`src/rtl/data_uncache_unit.sv`:
```
// Uncached load/store engine behind the data MMU: posts stores through a small
// write buffer and issues strictly ordered single-beat AXI3 reads.
module data_uncache_unit #(
  parameter int WB_DEPTH = 4,
  parameter int WB_PTR_W = 2
) (
  input  logic                clk,
  input  logic                rst,
  input  logic                req_valid_i,
  input  logic                req_wr_i,
  input  logic [11:0]         req_offset_i,
  input  logic [1:0]          req_size_i,
  input  logic [3:0]          req_wstrb_i,
  input  logic [31:0]         req_wdata_i,
  input  logic [19:0]         data_tag_i,
  input  logic                data_unCache_i,
  input  logic                data_hasException_i,
  output logic                stall_o,
  output logic                data_ok_o,
  output logic [31:0]         rdata_o,
  output logic                arvalid_o,
  output logic [31:0]         araddr_o,
  output logic [2:0]          arsize_o,
  input  logic                arready_i,
  input  logic                rvalid_i,
  input  logic [31:0]         rdata_i,
  output logic                rready_o,
  output logic                awvalid_o,
  output logic [31:0]         awaddr_o,
  output logic [2:0]          awsize_o,
  input  logic                awready_i,
  output logic                wvalid_o,
  output logic [31:0]         wdata_o,
  output logic [3:0]          wstrb_o,
  output logic                wlast_o,
  input  logic                wready_i,
  input  logic                bvalid_i,
  output logic                bready_o
);

  typedef enum logic [1:0] {W_IDLE, W_SEND, W_RESP} w_state_t;
  typedef enum logic [2:0] {R_IDLE, R_DRAIN, R_AR, R_R, R_DONE} r_state_t;

  localparam logic [WB_PTR_W:0] FULL_COUNT = (WB_PTR_W + 1)'(WB_DEPTH);

  w_state_t w_state_reg, w_state_next;
  r_state_t r_state_reg, r_state_next;

  logic [WB_PTR_W:0]   count_reg, count_next;
  logic [WB_PTR_W-1:0] head_reg, tail_reg;
  logic                aw_done_reg, w_done_reg;
  logic                store_ok_reg;
  logic [31:0]         ld_addr_reg;
  logic [1:0]          ld_size_reg;
  logic [31:0]         rdata_reg;

  logic [31:0] fifo_addr [WB_DEPTH];
  logic [1:0]  fifo_size [WB_DEPTH];
  logic [3:0]  fifo_strb [WB_DEPTH];
  logic [31:0] fifo_data [WB_DEPTH];

  logic        acc;
  logic [31:0] req_addr;
  logic        wb_full;
  logic        push;
  logic        pop;
  logic        load_accept;
  logic        aw_fire;
  logic        w_fire;
  logic        r_fire;

  assign acc         = req_valid_i & data_unCache_i & ~data_hasException_i;
  assign req_addr    = {data_tag_i, req_offset_i};
  assign wb_full     = (count_reg == FULL_COUNT);
  // Full is judged on the registered count only, so a same-cycle pop never admits a push.
  assign push        = acc & req_wr_i & ~wb_full & (r_state_reg == R_IDLE);
  assign load_accept = acc & ~req_wr_i & (r_state_reg == R_IDLE);
  assign aw_fire     = awvalid_o & awready_i;
  assign w_fire      = wvalid_o & wready_i;
  assign pop         = bready_o & bvalid_i;
  assign r_fire      = rready_o & rvalid_i;

  // ---------------- write buffer ----------------
  always_ff @(posedge clk) begin
    if (push) begin
      fifo_addr[tail_reg] <= req_addr;
      fifo_size[tail_reg] <= req_size_i;
      fifo_strb[tail_reg] <= req_wstrb_i;
      fifo_data[tail_reg] <= req_wdata_i;
    end
  end

  always_comb begin
    count_next = count_reg;
    case ({push, pop})
      2'b10:   count_next = count_reg + 1'b1;
      2'b01:   count_next = count_reg - 1'b1;
      default: count_next = count_reg;
    endcase
  end

  always_ff @(posedge clk or negedge rst) begin
    if (!rst) begin
      count_reg    <= '0;
      head_reg     <= '0;
      tail_reg     <= '0;
      store_ok_reg <= 1'b0;
    end else begin
      count_reg    <= count_next;
      store_ok_reg <= push;
      if (push) tail_reg <= tail_reg + 1'b1;
      if (pop)  head_reg <= head_reg + 1'b1;
    end
  end

  // ---------------- drain FSM ----------------
  always_ff @(posedge clk or negedge rst) begin
    if (!rst) w_state_reg <= W_IDLE;
    else      w_state_reg <= w_state_next;
  end

  always_comb begin
    w_state_next = w_state_reg;
    case (w_state_reg)
      W_IDLE: if (count_reg != '0) w_state_next = W_SEND;
      W_SEND: if ((aw_done_reg | aw_fire) & (w_done_reg | w_fire)) w_state_next = W_RESP;
      W_RESP: if (bvalid_i) w_state_next = W_IDLE;
      default: w_state_next = W_IDLE;
    endcase
  end

  always_comb begin
    awvalid_o = (w_state_reg == W_SEND) & ~aw_done_reg;
    wvalid_o  = (w_state_reg == W_SEND) & ~w_done_reg;
    bready_o  = (w_state_reg == W_RESP);
  end

  // AW and W complete independently; each flag remembers its own handshake.
  always_ff @(posedge clk or negedge rst) begin
    if (!rst) begin
      aw_done_reg <= 1'b0;
      w_done_reg  <= 1'b0;
    end else if (w_state_reg != W_SEND) begin
      aw_done_reg <= 1'b0;
      w_done_reg  <= 1'b0;
    end else begin
      if (aw_fire) aw_done_reg <= 1'b1;
      if (w_fire)  w_done_reg  <= 1'b1;
    end
  end

  assign awaddr_o = fifo_addr[head_reg];
  assign awsize_o = {1'b0, fifo_size[head_reg]};
  assign wdata_o  = fifo_data[head_reg];
  assign wstrb_o  = fifo_strb[head_reg];
  assign wlast_o  = wvalid_o;

  // ---------------- load FSM ----------------
  always_ff @(posedge clk or negedge rst) begin
    if (!rst) r_state_reg <= R_IDLE;
    else      r_state_reg <= r_state_next;
  end

  always_comb begin
    r_state_next = r_state_reg;
    case (r_state_reg)
      R_IDLE:  if (load_accept) r_state_next = R_DRAIN;
      R_DRAIN: if ((count_reg == '0) && (w_state_reg == W_IDLE)) r_state_next = R_AR;
      R_AR:    if (arready_i) r_state_next = R_R;
      R_R:     if (rvalid_i) r_state_next = R_DONE;
      R_DONE:  r_state_next = R_IDLE;
      default: r_state_next = R_IDLE;
    endcase
  end

  always_comb begin
    arvalid_o = (r_state_reg == R_AR);
    rready_o  = (r_state_reg == R_R);
    data_ok_o = store_ok_reg | (r_state_reg == R_DONE);
    // Gated by rst so an incoming request cannot raise stall while in reset.
    stall_o   = rst & (load_accept
                       | (r_state_reg == R_DRAIN)
                       | (r_state_reg == R_AR)
                       | (r_state_reg == R_R)
                       | (acc & req_wr_i & wb_full));
  end

  always_ff @(posedge clk or negedge rst) begin
    if (!rst) begin
      ld_addr_reg <= '0;
      ld_size_reg <= '0;
      rdata_reg   <= '0;
    end else begin
      if (load_accept) begin
        ld_addr_reg <= req_addr;
        ld_size_reg <= req_size_i;
      end
      if (r_fire) rdata_reg <= rdata_i;
    end
  end

  assign araddr_o = ld_addr_reg;
  assign arsize_o = {1'b0, ld_size_reg};
  assign rdata_o  = rdata_reg;

endmodule
```
`config.mk`:
```
export PLATFORM = sky130hd
export DESIGN_NAME = data_uncache_unit
export DESIGN_NICKNAME = d
export VERILOG_FILES = /design/src/rtl/data_uncache_unit.sv
export SDC_FILE = /design/constraint.sdc
export NUM_CORES = 1
export LEC_CHECK = 0
export CORE_MARGIN = 2
export CORE_UTILIZATION = 35
export CTS_BUF_LIST = sky130_fd_sc_hd__clkbuf_4 sky130_fd_sc_hd__clkbuf_8 sky130_fd_sc_hd__clkbuf_16
export DETAILED_ROUTE_END_ITERATION = 10
export GPL_TIMING_DRIVEN = 0
export SETUP_SLACK_MARGIN = 0.1
export SLEW_MARGIN = 20
export SYNTH_ARGS = -nofsm -noshare
export SYNTH_HDL_FRONTEND = slang
export SYNTH_SLANG_ARGS = --single-unit
export TNS_END_PERCENT = 20
```
`constraint.sdc`:
```
create_clock -name clk -period 3.86 [get_ports clk]
set_input_delay 0.772 -clock clk [delete_from_list [all_inputs] [get_ports clk]]
set_output_delay 0.772 -clock clk [all_outputs]
set_load 0.005 [all_outputs]
```
* Yosys cells after proc, flatten, opt, wreduce, memory -nomap -nowiden
Memory sizes are Yosys's and may differ from the RTL's.
Cells that the tools add are included.
** Word-level totals
- Register bits after elaboration :: 81
- Memory bits (writable) :: 280
- Input port bits :: 113
- Output and inout bits :: 146
- Word-level logic and storage cells :: 90
- Memories kept :: 4
** Operators by class
- Add/sub/neg operators :: 4
- Equality and inequality tests :: 17
- Muxes and demuxes :: 16
- Bitwise logic cells :: 28
- Reductions and logical operators :: 10
** Memory list
- fifo_addr :: depth 4, width 32, read ports 1, clocked after memory_dff 0, wr ports 1, line 57 : logic [31:0] fifo_addr [WB_DEPTH];
- fifo_data :: depth 4, width 32, read ports 1, clocked after memory_dff 0, wr ports 1, line 60 : logic [31:0] fifo_data [WB_DEPTH];
- fifo_strb :: depth 4, width 4, read ports 1, clocked after memory_dff 0, wr ports 1, line 59 : logic [3:0] fifo_strb [WB_DEPTH];
- fifo_size :: depth 4, width 2, read ports 1, clocked after memory_dff 0, wr ports 1, line 58 : logic [1:0] fifo_size [WB_DEPTH];
** Operator list (count)
- $and A1 B1 Y1 :: 16
- $mux W3 :: 4
- $ne A2 B2 Y1 const B :: 6
- $pmux W3 S4 :: 1
- $or A1 B1 Y1 :: 7
- $eq A3 B2 Y1 const B :: 2
- $eq A3 B3 Y1 const B :: 2
- $logic_not A3 Y1 :: 2
- $mux W1 :: 6
- $mux W2 :: 3
- $pmux W2 S3 :: 1
- $pmux W3 S2 :: 1
- $reduce_bool A2 Y1 :: 3
- $not A1 Y1 :: 5
- $add A2 B1 Y2 const B :: 2
- $eq A2 B1 Y1 const B :: 2
- $eq A2 B2 Y1 const B :: 2
- $ne A2 B1 Y1 const B :: 2
- $reduce_and A4 Y1 :: 1
- $add A3 B1 Y3 const B :: 1
- $eq A3 B1 Y1 const B :: 1
- $reduce_and A3 Y1 :: 1
- $reduce_bool A3 Y1 :: 1
- $sub A3 B1 Y3 const B :: 1
- 2 further kinds :: 2

* Depth between registers and ports, before layout
- Depth after elaboration :: 9
- Depth in mapped cells :: 9
- Mapped depth without buffers :: 9

* Least setup slack after synthesis
No wires, ideal clock.
- Path type :: input to register
- Start point :: in data_hasException_i
- End point :: mem fifo_addr[2][0] (enable)
- Library setup time :: 0.436 ns
- Arrival time :: 3.246 ns
- Data required time :: 3.424 ns
- Setup slack :: 0.179 ns
- Stages :: 3
- Buffers on the path :: 0
- Path through :: nand3b_1 -> a2111oi_4 -> and2_1
** On the way
- Longest elaborated chain between the ends :: 7
** RTL lines
- start, declared :: line 17 : input logic data_hasException_i,
- $not A1 Y1 :: line 72 : assign acc = req_valid_i & data_unCache_i & ~data_hasException_i;
- $and A1 B1 Y1 :: line 72
- $and A1 B1 Y1 (3 in a row) :: line 76 : assign push = acc & req_wr_i & ~wb_full & (r_state_reg == R_IDLE);
- net push :: line 65 : logic push;
- $mux W1 :: line 85 : if (push) begin
- $mux W1 (not written as such) :: line 86 : fifo_addr[tail_reg] <= req_addr;
- end, declared :: line 57
The timed path passes the listed nets, and every way through them passes these cells.

* Worst setup path after layout
- Start point :: reg head_reg[1]
- End point :: out awaddr_o[31]
** On the way
- Longest elaborated chain between the ends :: 1
** RTL lines
- start, declared :: line 50 : logic [WB_PTR_W-1:0] head_reg, tail_reg;
- start signal, assigned :: line 112 : if (pop) head_reg <= head_reg + 1'b1;
- $mem_v2 Z4 W32
- end, declared :: line 29 : output logic [31:0] awaddr_o,
No other way between the ends.

==> impl_results.md <==
* Final Skew at between 0.01 and 0.015 ns
* GP Congestion at 0.7105
* Number of buffers added on ports at 256
* Avg Inst Size Synth at between 20 and 25 um2
* Count of state elements after synthesis at 361
* Die height at about 200 um
* Unrepaired setup endpoints after global routing: yes
* H-tree depth at 2
* Crit path capture type: primary output
* Num CTS Buffers at 39
* Antenna violations before repair at 0
* Setup violations, final at 0
* Post-route cell area at 0.01802 mm2
* Starting density of the core at between 30% and 40%
* Sequential fraction of the synthesis area at 78.06%
* Area grow syn2layout at 34.82%
* Number of hold violations in the final report at 0
* Hold Path Class: in2async
* Rel. slew slack at 55.34%
* Critical Path Most Common Cell: clkbuf_1
* Antenna diode count at 0
* CP Launch Type: flop
* Final core utilization at 47.85%
* Routed Antenna Nets at 0
* Max Freq at 0.2770 GHz
* Crit-path leading delay family: buffers and inverters
* Slowest stage delay, CP at 0.56 ns
* Die width at around 200 um
* Core ar. at between 0.03 and 0.04 mm2
* Root Driver: clkbuf_16
* Cell Area, Synth at 0.01337 mm2
* Setup_tns at 0 ns
* Hold_buf cts at 0
* Post-route DRC violation count at 0
* Initial drt markers at 258
* Longest Clk Path Bufs at 3
* Synth unique cells at 35
* Cts repair resizes at 3
* Max-cap violations at 0
* Outcome: finished clean
* Routed wire length per instance at roughly 20 um
* Io pins at around 260
* Worst r2r src: r_state_reg[2]
* Synthesized instance count at 589
* Buf/Inv on CP at 3
* Crit path max fanout at 10
* Worst-path cell with the longest stage delay: clkbuf_1
* WL final at 28590 um
* Least-Margin Pin Slew at between 0.6 and 0.7 ns
* Leak at 6.280 nW
* Final worst path period share at around 94%
* Share of cells above drive strength 1 at between 20% and 30%
* Post CTS Setup Buffer Count at 0
* Clock transition at path regs at 0.06 ns
* Clk_lat worst skew at around 0.54 ns
* CTS Sinks at around 360
* Number of nets in the layout at 1010
* Row cnt at 71
* Biggest regs: fifo_addr: 128 flops, fifo_data: 128 flops
* Vias in the first global route at 7364
* R2r setup slk at between 1 and 1.5 ns
* Final Max Slew Viols at 0
* First-pass GRT wire length at 43120 um
* Fin crit period at 3.610 ns
* CP required at 3.09 ns
* Global Route Usage Sum at 14.69%
* WS Path Type: reg2out
* Critical path cell sequence: clkbuf_1 -> clkbuf_1 -> mux4_2 -> clkdlybuf4s50_1
* Die ar. at just under 0.04 mm2
* Placed cell area at 0.01672 mm2
* Reg-to-reg endpoint: fifo_addr[2][31]
* Power density cells at 687.8 mW/mm2
* Peak supply drop at 0.4038 mV
* TritonCTS clock tree: done
* Pre-Repair DR Iteration Count at 7
* Largest net degree at the start of global routing at 59
* Crit path launch: head_reg[1]
* Vias per cell at 4.684
* Synth warn at 0
* Vias after detailed routing at 6707
* Post-DP HPWL at 18620 um
* WP data arrival at roughly 2.8 ns
* Reg2reg path depth at 4
* Grt total ovfl at 0
[placed cells by master, fill, tap and decap left out, drive strengths merged, types with 3 or more instances in the layout]
cell type,count
and2,5
buf,22
bufinv,3
clkbuf,62
clkdlybuf4s50,255
clkinv,12
dfrtp,81
edfxtp,280
ha,5
inv,9
mux2,67
mux4,70
nand2,5
nand2b,4
nor2,10
xnor2,3
xor2,3
[worst register-to-register path, cell delays in order (launching register included)]
cell	delay, ns
dfrtp_1	0.44
or3_4	0.44
a2111oi_4	0.60
and2_4	0.63
buf_16	0.31
[through the flow]
step                      cells  power [W]  worst slack (ns)  hold slack, ns
after global routing       1432    0.01302           0.03395         0.09552
after floorplan             590   0.006664            0.1786          0.4478
final                      1432    0.01240            0.2503         0.09713
after detailed placement   1362   0.008843            0.3868          0.4802
after global placement     1357   0.008816            -2.326          0.4743
after CTS                  1432    0.01263           0.06460         0.07742
[per-layer routing]
layer / vias to the layer above / track usage (%) / wire [um]
li1: 2981 / - / -
met1: 3468 / 18.11 / 11810
met2: 219 / 24.20 / 13960
met3: 39 / 4.810 / 2189
met4: 0 / 5.405 / 635
met5: - / 0 / 0
[synth_stat cells]
master,number,area (um2)
o32ai_1,2,17.52
dfrtp_1,81,2027
o21ai_0,2,10.01
a21oi_1,2,10.01
buf_2,10,50.05
ha_1,5,62.56
nor3b_1,1,7.510
edfxtp_1,280,8408
nand3b_1,1,7.510
nor2_1,10,37.54
a2111oi_4,1,27.53
clkbuf_1,9,33.78
nand2b_1,4,25.02
and4bb_2,1,12.51
and2_2,1,7.510
buf_4,6,45.04
mux2_4,1,15.01
o21a_1,1,7.510
nor4b_1,1,8.760
and3b_1,2,17.52
inv_1,9,33.78
and2_1,4,25.02
a21o_1,1,7.510
mux4_2,70,1577
conb_1,1,3.750
fa_1,1,20.02
xnor2_1,3,26.28
mux2i_1,1,10.01
mux2_2,66,743.2
nand2_1,5,18.77
nor3_1,1,5.000
nor3_4,1,16.27
xor2_1,3,26.28
or3_4,1,11.26
or2_2,1,6.260
[worst max-delay path by stage]
stage                      end  cells past startpoint
2_1_floorplan  fifo_addr[2][0]                      3
3_5_place_dp   fifo_strb[1][2]                      5
6_report          awaddr_o[31]                      4
3_3_place_gp           stall_o                      4
5_1_grt           awaddr_o[31]                      4
4_1_cts            wdata_o[24]                      4
[report_power, final]
part           internal (W)  switching (W)
clock network       0.00227        0.00146
logic               0.00237        0.00136
registers           0.00466       0.000276
[area by class of cell]
type,instances,area [um2]
Multi-Input combinational cell,195,2783
Clock inverter,17,157.7
Timing Repair Buffer,261,2701
Clock buffer,54,1142
Fill cell,3176,19640
Tap cell,511,639.4
Sequential cell,361,10440
Inverter,9,33.78
Buffer,24,130.1
[cell families after synthesis]
kind of cell               share of synthesized area [%]
and+or+nand+nor                                    1.544
DFF                                                78.06
AOI/OAI and AO/OA                                 0.5991
other                                            0.02805
xor gates and xnor gates                          0.3932
buffers and inverters                              1.217
muxes                                              17.54
adders and majority gates                         0.6178
Note: power is estimated with default switching activity, not from simulation.
==> variant, RTL diff (same flow settings) <==
Reset style: synchronous (`rst`), changed in 5 clocked blocks.
--- a/src/rtl/data_uncache_unit.sv
+++ b/src/rtl/data_uncache_unit.sv
@@ -101,3 +101,3 @@
 
-  always_ff @(posedge clk or negedge rst) begin
+  always_ff @(posedge clk) begin
     if (!rst) begin
@@ -116,3 +116,3 @@
   // ---------------- drain FSM ----------------
-  always_ff @(posedge clk or negedge rst) begin
+  always_ff @(posedge clk) begin
     if (!rst) w_state_reg <= W_IDLE;
@@ -138,3 +138,3 @@
   // AW and W complete independently; each flag remembers its own handshake.
-  always_ff @(posedge clk or negedge rst) begin
+  always_ff @(posedge clk) begin
     if (!rst) begin
@@ -158,3 +158,3 @@
   // ---------------- load FSM ----------------
-  always_ff @(posedge clk or negedge rst) begin
+  always_ff @(posedge clk) begin
     if (!rst) r_state_reg <= R_IDLE;
@@ -187,3 +187,3 @@
 
-  always_ff @(posedge clk or negedge rst) begin
+  always_ff @(posedge clk) begin
     if (!rst) begin
Function: differs if rst is asserted again (counterexample within 4 cycles, from zero or initial values and one cycle with rst low); with rst held inactive, the same outputs for 4 cycles.
==> variant against the unedited design <==
  * Core utilization fell by 0.20 points
  * Routed wire length rose by 15%
  * First-iteration DRC count rose by 32%
  * Sequential cell count rose by 2
  * Cell area fell by 0.42%
  * Setup slack got worse by 0.044 ns
  * Area after synthesis barely moved
  * Largest cell class unchanged
  * Highest routed layer unchanged
Power is not compared: it rests on default switching activity, and its combinational part moved more than twofold at a synthesized area within 25%.
==> variant: results (changes against the unedited design) <==
| Metric | Value |
|---|---|
| Status | `complete, no violations (unchanged)` |
| Vias in the first global route | `8,017 (was 7,364)` |
| Hold WC Path Type | `reg -> reg (was in -> async)` |
| Post-synth ARST share | `0 (was 0.224)` |
| CP max stage delay | `0.64 ns (was 0.56 ns)` |
| Placed Cells incl. Taps | `1,538 (was 1,362)` |
| Most frequent cells after synthesis | `edfxtp_1 (280), dfxtp_1 (83), a21oi_1 (70), mux4_2 (70), nand2_1 (69) (was edfxtp_1 (280), dfrtp_1 (81), mux4_2 (70))` |
| CTS resizes | `1 (was 3)` |
| Initial antenna violation count | `1 (was 0)` |
| First-pass GRT wire length | `48.3 mm (was 43.1 mm)` |
| Post-synthesis mux area share | `0.119 (was 0.175)` |
| Adder-Cell Fraction of Synth Area | `0.00618 (about the same)` |
| RePlAce Congestion | `0.799 (was 0.711)` |
| Drt first pass iters | `4 (was 7)` |
| Seq/Total Area, Yosys | `0.754 (was 0.781)` |
| Drt wl/cell | `20.4 um (was 20.0 um)` |
| CP max FO | `8 (was 10)` |
| Via count | `7,720 (was 6,707)` |
| Largest net degree at the start of global routing | `41 (was 59)` |
| Layout cells sized above 1 | `0.151 (was 0.257)` |
| Global Route Usage Sum | `0.165 (was 0.147)` |
| Dpl cell area | `16,700 um2 (about the same)` |
| Worst Max-Slew Pin Slew | `0.853 ns (was 0.670 ns)` |
| Final setup margin | `0.207 ns (was 0.250 ns)` |
| Fin nets | `1,185 (was 1,010)` |
| Fillcell total | `3,302 (was 3,176)` |
| Post-route insts no fill | `1,608 (was 1,432)` |
==> variant: power breakdown <==
| part | switching [mW] | internal (mW) |
|---|---|---|
| clock network | 1.49 | 2.22 |
| registers | 0.0148 | 4.24 |
| logic | 0.240 | 0.227 |
| total | 1.75 | 6.69 |
==> variant: layout make-up <==
| cell class | count | area, um2 | share of cell area |
|---|---|---|---|
| sequential | 363 | 10100 | 0.561 |
| antenna | 1 | 2.50 | 0.000139 |
| tap | 511 | 639 | 0.0356 |
| buffer | 50 | 231 | 0.0129 |
| inverter | 8 | 30.0 | 0.00167 |
| clock inverter | 21 | 183 | 0.0102 |
| multi-input combinational | 345 | 3040 | 0.169 |
| clock buffer | 50 | 1100 | 0.0613 |
| timing repair buffer | 259 | 2660 | 0.148 |
==> variant: cell families (layout without fill, tap and decap cells) <==
group,after synthesis,in the layout
AOI/OAI and AO/OA,115,115
DFF,363,363
buffers and inverters,60,388
adders and majority gates,6,6
and+or+nand+nor,146,146
xor gates and xnor gates,4,4
other,1,3
muxes,72,72
==> variant: worst min-delay path, stage by stage (launching register included) <==
cell,delay (ns)
dfxtp_1,0.31
nand2_1,0.05
a21oi_1,0.05
==> variant: path summary, 6_finish.rpt <==
| kind | from | endpoint | cells after the start |
|---|---|---|---|
| worst max-delay path | req_wr_i | stall_o | 5 |
| worst min-delay path | rdata_o[13] | rdata_o[13] | 2 |
| worst max register to register | r_state_reg[1] | fifo_data[1][22] | 6 |
| worst min register to register | rdata_o[13] | rdata_o[13] | 2 |
==> variant: layer usage <==
metal	track usage	part of all wire	up-vias
met3	0.0657	0.093	42
met5	0	0	-
met1	0.203	0.42	3828
met2	0.269	0.47	270
met4	0.0475	0.020	0
li1	-	-	3580
